**src/rtl/pulse_stretch_pkg.sv**
```systemverilog
// pulse_stretch_pkg: shared types and helpers for the pulse stretcher.
// State encoding is fixed so that waveform viewers and board-level probes
// see the same codes across builds.
package pulse_stretch_pkg;

  localparam int STATE_W = 2;

  typedef enum logic [STATE_W-1:0] {
    IDLE = 2'b00,
    ON   = 2'b01,
    GAP  = 2'b10
  } state_t;

  // Larger of two widths; sizes the counter shared by the ON and GAP phases.
  function automatic int max_int(input int a, input int b);
    return (a > b) ? a : b;
  endfunction

endpackage

```
**src/rtl/sat_updown.sv**
```systemverilog
// sat_updown: saturating up/down counter holding the number of queued events.
// inc and dec in the same cycle cancel out. The value never wraps: it holds
// at all-ones on inc and at zero on dec. sat flags the all-ones value so the
// owner can tell that an increment was lost.
module sat_updown
  import pulse_stretch_pkg::*;
#(
  parameter int W = 4
) (
  input  logic         clk,
  input  logic         rst,
  input  logic         inc,
  input  logic         dec,
  output logic [W-1:0] value,
  output logic         sat
);

  localparam logic [W-1:0] VAL_MAX = '1;

  logic up_ok;
  logic dn_ok;

  assign up_ok = inc & ~dec & (value != VAL_MAX);
  assign dn_ok = dec & ~inc & (value != '0);
  assign sat   = (value == VAL_MAX);

  // Counter register with synchronous reset; blocked steps leave it unchanged.
  always_ff @(posedge clk) begin
    if (rst) begin
      value <= '0;
    end else if (up_ok) begin
      value <= value + 1'b1;
    end else if (dn_ok) begin
      value <= value - 1'b1;
    end
  end

endmodule

```
**src/rtl/pulse_stretch.sv**
```systemverilog
// pulse_stretch: turns single-cycle event strobes into long visible pulses.
// Each event gives 2^ON_W cycles of OUT high followed by at least 2^OFF_W
// cycles low, so back-to-back events stay distinguishable on the pin.
//
// Build option: PULSE_STRETCH_QUEUE_EN
//   defined     - events arriving during a pulse are queued (saturating) and
//                 replayed back to back; an event lost to saturation pulses DROP.
//   not defined - no queue; PEND is tied to zero and any event arriving while
//                 busy is discarded with DROP.
//
// state | meaning
// IDLE  | no pulse in progress, OUT low, waiting for EV
// ON    | OUT high, CNT counts 0 .. 2^ON_W-1
// GAP   | OUT low, CNT counts 0 .. 2^OFF_W-1, then start queued pulse or idle
module pulse_stretch
  import pulse_stretch_pkg::*;
#(
  parameter int ON_W     = 16,
  parameter int OFF_W    = 16,
  parameter int QDEPTH_W = 4
) (
  input  logic                CLK,
  input  logic                RST,
  input  logic                EV,
  output logic                OUT,
  output logic                BUSY,
  output logic                DROP,
  output logic [QDEPTH_W-1:0] PEND
);

  localparam int CNT_W = max_int(ON_W, OFF_W);
  localparam logic [CNT_W-1:0] ON_LAST  = CNT_W'({ON_W{1'b1}});
  localparam logic [CNT_W-1:0] GAP_LAST = CNT_W'({OFF_W{1'b1}});

  state_t           state;
  state_t           state_nxt;
  logic [CNT_W-1:0] cnt;
  logic [CNT_W-1:0] cnt_nxt;
  logic             busy_now;
  logic             start_next;
  logic             drop_nxt;

  assign busy_now = (state != IDLE);

`ifdef PULSE_STRETCH_QUEUE_EN
  logic                gap_done;
  logic                pend_inc;
  logic                pend_dec;
  logic                pend_sat;
  logic [QDEPTH_W-1:0] pend_val;

  // At the last GAP cycle a same-cycle event counts as pending, so it can
  // start the next pulse directly even when the queue is empty; the
  // increment and the consume then cancel and PEND is unchanged.
  assign gap_done   = (state == GAP) && (cnt == GAP_LAST);
  assign start_next = gap_done & ((pend_val != '0) | EV);
  assign pend_inc   = EV & busy_now;
  assign pend_dec   = start_next;
  assign drop_nxt   = pend_inc & ~pend_dec & pend_sat;

  sat_updown #(
    .W (QDEPTH_W)
  ) u_pend (
    .clk   (CLK),
    .rst   (RST),
    .inc   (pend_inc),
    .dec   (pend_dec),
    .value (pend_val),
    .sat   (pend_sat)
  );

  assign PEND = pend_val;
`else
  // Without a queue every event seen while busy is lost, including one that
  // lands on the last GAP cycle.
  assign start_next = 1'b0;
  assign drop_nxt   = EV & busy_now;
  assign PEND       = '0;
`endif

  // State and phase counter registers.
  always_ff @(posedge CLK) begin
    if (RST) begin
      state <= IDLE;
      cnt   <= '0;
    end else begin
      state <= state_nxt;
      cnt   <= cnt_nxt;
    end
  end

  // Next-state and counter update; the counter restarts at every phase change.
  always_comb begin
    state_nxt = state;
    cnt_nxt   = cnt;
    case (state)
      IDLE: begin
        if (EV) begin
          state_nxt = ON;
          cnt_nxt   = '0;
        end
      end
      ON: begin
        if (cnt == ON_LAST) begin
          state_nxt = GAP;
          cnt_nxt   = '0;
        end else begin
          cnt_nxt = cnt + 1'b1;
        end
      end
      GAP: begin
        if (cnt == GAP_LAST) begin
          state_nxt = start_next ? ON : IDLE;
          cnt_nxt   = '0;
        end else begin
          cnt_nxt = cnt + 1'b1;
        end
      end
      default: begin
        state_nxt = IDLE;
        cnt_nxt   = '0;
      end
    endcase
  end

  // Pin-facing outputs are registered from the next state so they change
  // in the same cycle as the state itself and never glitch.
  always_ff @(posedge CLK) begin
    if (RST) begin
      OUT  <= 1'b0;
      BUSY <= 1'b0;
      DROP <= 1'b0;
    end else begin
      OUT  <= (state_nxt == ON);
      BUSY <= (state_nxt != IDLE);
      DROP <= drop_nxt;
    end
  end

endmodule

```
**config.mk**
```make
export PLATFORM = sky130hd
export DESIGN_NAME = pulse_stretch
export DESIGN_NICKNAME = d
export VERILOG_FILES = /design/src/rtl/pulse_stretch_pkg.sv /design/src/rtl/sat_updown.sv /design/src/rtl/pulse_stretch.sv
export SDC_FILE = /design/constraint.sdc
export NUM_CORES = 1
export LEC_CHECK = 0
export CAP_MARGIN = 20
export CORE_ASPECT_RATIO = 1.5
export CORE_UTILIZATION = 60
export CTS_BUF_LIST = sky130_fd_sc_hd__clkbuf_8 sky130_fd_sc_hd__clkbuf_16
export DETAILED_ROUTE_END_ITERATION = 8
export HOLD_SLACK_MARGIN = 0.08
export PLACE_DENSITY = 0.81
export SYNTH_ARGS = -nofsm -noshare
export SYNTH_HDL_FRONTEND = slang
export SYNTH_SLANG_ARGS = --single-unit
```
**constraint.sdc**
```tcl
create_clock -name CLK -period 5.1 [get_ports CLK]
set_input_delay 0.51 -clock CLK [delete_from_list [all_inputs] [get_ports CLK]]
set_output_delay 0.51 -clock CLK [all_outputs]
set_load 0.01 [all_outputs]
```
; After elaboration in Yosys (flattened, before gate mapping)
; Cells that the tools add are included.
[classes]
reduce_logical = 4
mux = 7
n_eq_ne = 5
n_addsub = 1
bitwise = 1
[op_table]
columns = operator, count
row1 = $mux 16, 2
row2 = $pmux 16 s2, 1
row3 = $add 16x1->16 const B, 1
row4 = $eq 16x16->1 const B, 1
row5 = $mux 2, 3
row6 = $pmux 2 s3, 1
row7 = $eq 2x1->1 const B, 2
row8 = $reduce_bool 2->1, 2
row9 = $eq 2x2->1 const B, 1
row10 = $logic_not 2->1, 1
row11 = $ne 2x2->1 const B, 1
row12 = $reduce_or 2->1, 1
row13 = $and 1x1->1, 1
[word_totals]
inputBits = 3
regBits = 21
out_inout_bits = 7

; Longest topological paths before layout
[logic_depth]
ltp_word = 4
mapped_depth = 7
depth_no_buf = 6

; Least setup slack after synthesis
; No wires, ideal clock.
[synth_timing]
path_kind = flip-flop to flip-flop
from = reg cnt[0]
to = reg cnt[5]
period_less_slack_ns = 1.879
path_slack_ns = 3.221
stages_incl_launch_ff = 8
arrival_ns = 1.754
required_time_ns = 4.975
cell_sequence = dfxtp_1 -> ha_1 -> nand4_2 -> or4_1 -> buf_2 -> buf_6 -> a41oi_2 -> a31oi_1
[synth_via]
elab_chain_cells = 3
elab_cells_between_ends = 4
classes_between = 1 x add/sub / 1 x eq/ne / 2 x mux
[synth_rtl]
columns = item, line
row1 = start: declaration, pulse_stretch.sv:37  ; logic [CNT_W-1:0] cnt;
row2 = start signal: assignment, pulse_stretch.sv:88  ; cnt <= cnt_nxt;
row3 = $add 16x1->16 / $eq 16x16->1 (equally long branches), --
row4 = $mux 16 (*), "pulse_stretch.sv:104, pulse_stretch.sv:112"
row5 = $pmux 16 s2 (*), pulse_stretch.sv:96  ; case (state)
; Every way passes the cells marked *; elsewhere a longest branch is shown, timed or not.
; A chain may end at the register's enable or synchronous reset.

; Worst setup path in the final report
[layout_timing]
from = reg cnt[0]
to = reg BUSY
[layout_via]
elab_chain_cells = 4
elab_cells_between_ends = 5
classes_between = 1 x eq/ne / 3 x mux / 1 x reduce/logical
[layout_rtl]
columns = item, line
row1 = $eq 16x16->1 (*), "pulse_stretch.sv:104, pulse_stretch.sv:112"
row2 = "$mux 2, on equally long branches", "pulse_stretch.sv:112, pulse_stretch.sv:104"
row3 = $pmux 2 s3 (*), pulse_stretch.sv:96
row4 = $reduce_bool 2->1 (*), pulse_stretch.sv:135  ; BUSY <= (state_nxt != IDLE);
row5 = end signal: assignment, pulse_stretch.sv:135
row6 = end: declaration, pulse_stretch.sv:26  ; output logic BUSY,
; Marked as above.

==> reports/results.ini <==
[run_status]
status = finished clean

[clocking]
cts_inserted_buffers = 3
cts_tree = built
clkTransAtPathRegs_ns = 0.07
clockBufferDepth = 2
worstSkewPairLatency_ns = 0.26
post-cts-setup-buffers = 0
postCtsHoldBufs = 0
post_cts_resized = 0
cts_max_level = 1
cts_root_buf = clkbuf_8
cts.sinks = 21

[routing]
routed_via_density = 6.915
antenna_left = 0
num_vias = 1224
routed_wl_um = 2977
drc = 0
drt_first_pass_iters = 4
drt_iter0_drc = 62
wl_per_cell_um = 16.82

[placement]
hpwl_um = 2148
globalplace.congestion = 0.9035
dp_cells = 173
io_buffers = 5
place_ws_ns = 2.695

[power_and_ir_drop]
ir_drop_mv = 0.2136
p_per_area_mw_per_mm2 = 240.7
power_leakage_nw = 0.4603

[floorplan]
core-area_mm2 = 0.002027
start_util = 0.6364
die_w_um = 39.86
io_pins = 10
rows = 20
die_h_um = 58.79
die_area_mm2 = 0.002343

[sta]
rsz0062_at_grt = false
relSlewSlack = 0.3901
hold_viol = 0
drv_slew = 0
worst_slack_ns = 2.812
fmax_ghz = 0.4371
tightest_slew_ns = 0.9129
setup_violations = 0
finalCritPeriodShare = 0.4486
setup_tns_ns = 0
worst_clock_skew_ns = 0.0006790
period_minus_slack_ns = 2.288

[yosys]
synth_commonest_cells = dfxtp_1 (21), nand2_1 (17), a31oi_1 (12)
syn_area_mm2 = 0.001290
synth_area_leaders = dfxtp_1 (33%), a31oi_1 (5.8%), nand2_1 (4.9%)
ys.warnings.count = 0
synth_top_cell_area_share = 0.3259
ys_seq_area_frac = 0.3259
yosys_register_bits = 21
ys_async_sr_fraction = 0
ys_types = 43
synth_edf_count = 0
syn-instance-count = 155
synthFlopType = dfxtp_1
syn_avg_cell_area_um2 = 8.322
yosysMostFrequentCell = dfxtp_1
synth_area_leader_cell = dfxtp_1

[cells_and_area]
syn_to_final_growth_pct = 4.365
nets = 164
fillers = 168
antenna_cells = 0
finalNonFillerCells = 177
drive_above_1_share = 0.09032

[hold_path]
hold_class = reg -> reg

[run]
max-cap-violations = 0

[grt]
grt_pass1_vias = 1111
overflow = 0
grt_pass1_wl_um = 4795
grt_start_max_net_pins = 22
antenna_found_initial = 0
gr-usage-all-layers = 0.2840

[worst_setup_path]
cp.arrival_ns = 2.41
worstPathRequired_ns = 5.22
crit_type = reg -> reg
cp_max_fo = 14
start_kind = register
worstSetupEndpointType = register

==> metal layers <==
| metal | wire length [um] | part of all wire | track usage |
|---|---|---|---|
| met5 | 0 | 0 | 0 |
| met3 | 200 | 0.067 | 0.03396 |
| met4 | 112 | 0.038 | 0.1823 |
| met1 | 1157 | 0.39 | 0.3492 |
| met2 | 1507 | 0.51 | 0.4447 |
==> worst max-delay path, cell delays in order (launching register included) <==
cell and delay [ns]:
dfxtp_1 0.40, ha_1 0.27, nand4_2 0.19, or4_1 0.84, a21oi_1 0.33, o32ai_1 0.13
==> state kept, by name, indices dropped and copies added (netlist names) <==
| name | flops |
|---|---|
| cnt | 16 |
| state | 2 |
| BUSY | 1 |
| DROP | 1 |
| OUT | 1 |
==> logic make-up after synthesis <==
group / share of synthesized area
flip-flops: 0.3259
buffers and inverters: 0.07468
AND/OR/NAND/NOR: 0.3259
other: 0.002907
adder cells (fa/ha/maj): 0.04850
AO/OA/AOI/OAI: 0.2221
==> worst paths after layout <==
check | slack, ns | cells past startpoint | endpoint | from
setup / recovery | 2.81 | 5 | BUSY$_SDFF_PP0_ | cnt[0]$_SDFFE_PP0P_
hold / removal | 0.51 | 1 | cnt[14]$_SDFFE_PP0P_ | cnt[14]$_SDFFE_PP0P_
setup reg to reg | 2.81 | 5 | BUSY$_SDFF_PP0_ | cnt[0]$_SDFFE_PP0P_
hold reg to reg | 0.51 | 1 | cnt[14]$_SDFFE_PP0P_ | cnt[14]$_SDFFE_PP0P_
==> report_power, final <==
part           internal (mW)  switching (mW)  leakage, nW
Sequential             0.167         0.00236        0.170
Clock                 0.0538          0.0550       0.0269
Combinational         0.0174          0.0282        0.263
Total                  0.239          0.0855        0.460
==> layout make-up <==
| type | instances | area [um^2] | area share |
|---|---|---|---|
| repair buffers | 5 | 50.05 | 0.03717 |
| clock buffers | 3 | 41.29 | 0.03067 |
| inverters | 5 | 18.77 | 0.01394 |
| flip-flops and latches | 21 | 420.4 | 0.3123 |
| clock inverters | 1 | 3.754 | 0.002788 |
| well taps | 22 | 27.53 | 0.02045 |
| multi-input cells | 120 | 784.5 | 0.5827 |
==> through the flow <==
stage	total power, mW	area [um^2]	hold WS (ns)	util
2_1_floorplan	0.2072	1301	0.4519	-
3_3_place_gp	0.2168	1301	0.4780	0.6420
3_5_place_dp	0.2181	1301	0.4910	0.6420
4_1_cts	0.3241	1346	0.5074	0.6642
5_1_grt	0.3358	1346	0.5182	0.6642
6_report	0.3240	1346	0.5090	0.6642
==> placed cells by master, fill, tap and decap left out, types with 3 or more instances in the layout <==
cell type	instances
a21o_1	4
a21oi_1	9
a31oi_1	12
or3_1	3
nor4_1	4
clkdlybuf4s50_1	5
conb_1	4
inv_1	5
nand4_1	6
nand3_1	7
nand2b_1	3
dfxtp_1	21
clkbuf_8	3
ha_1	5
nor2_1	5
o21ai_0	3
nand2_1	17
or4_1	8
Power figures use the tool's default switching activity.
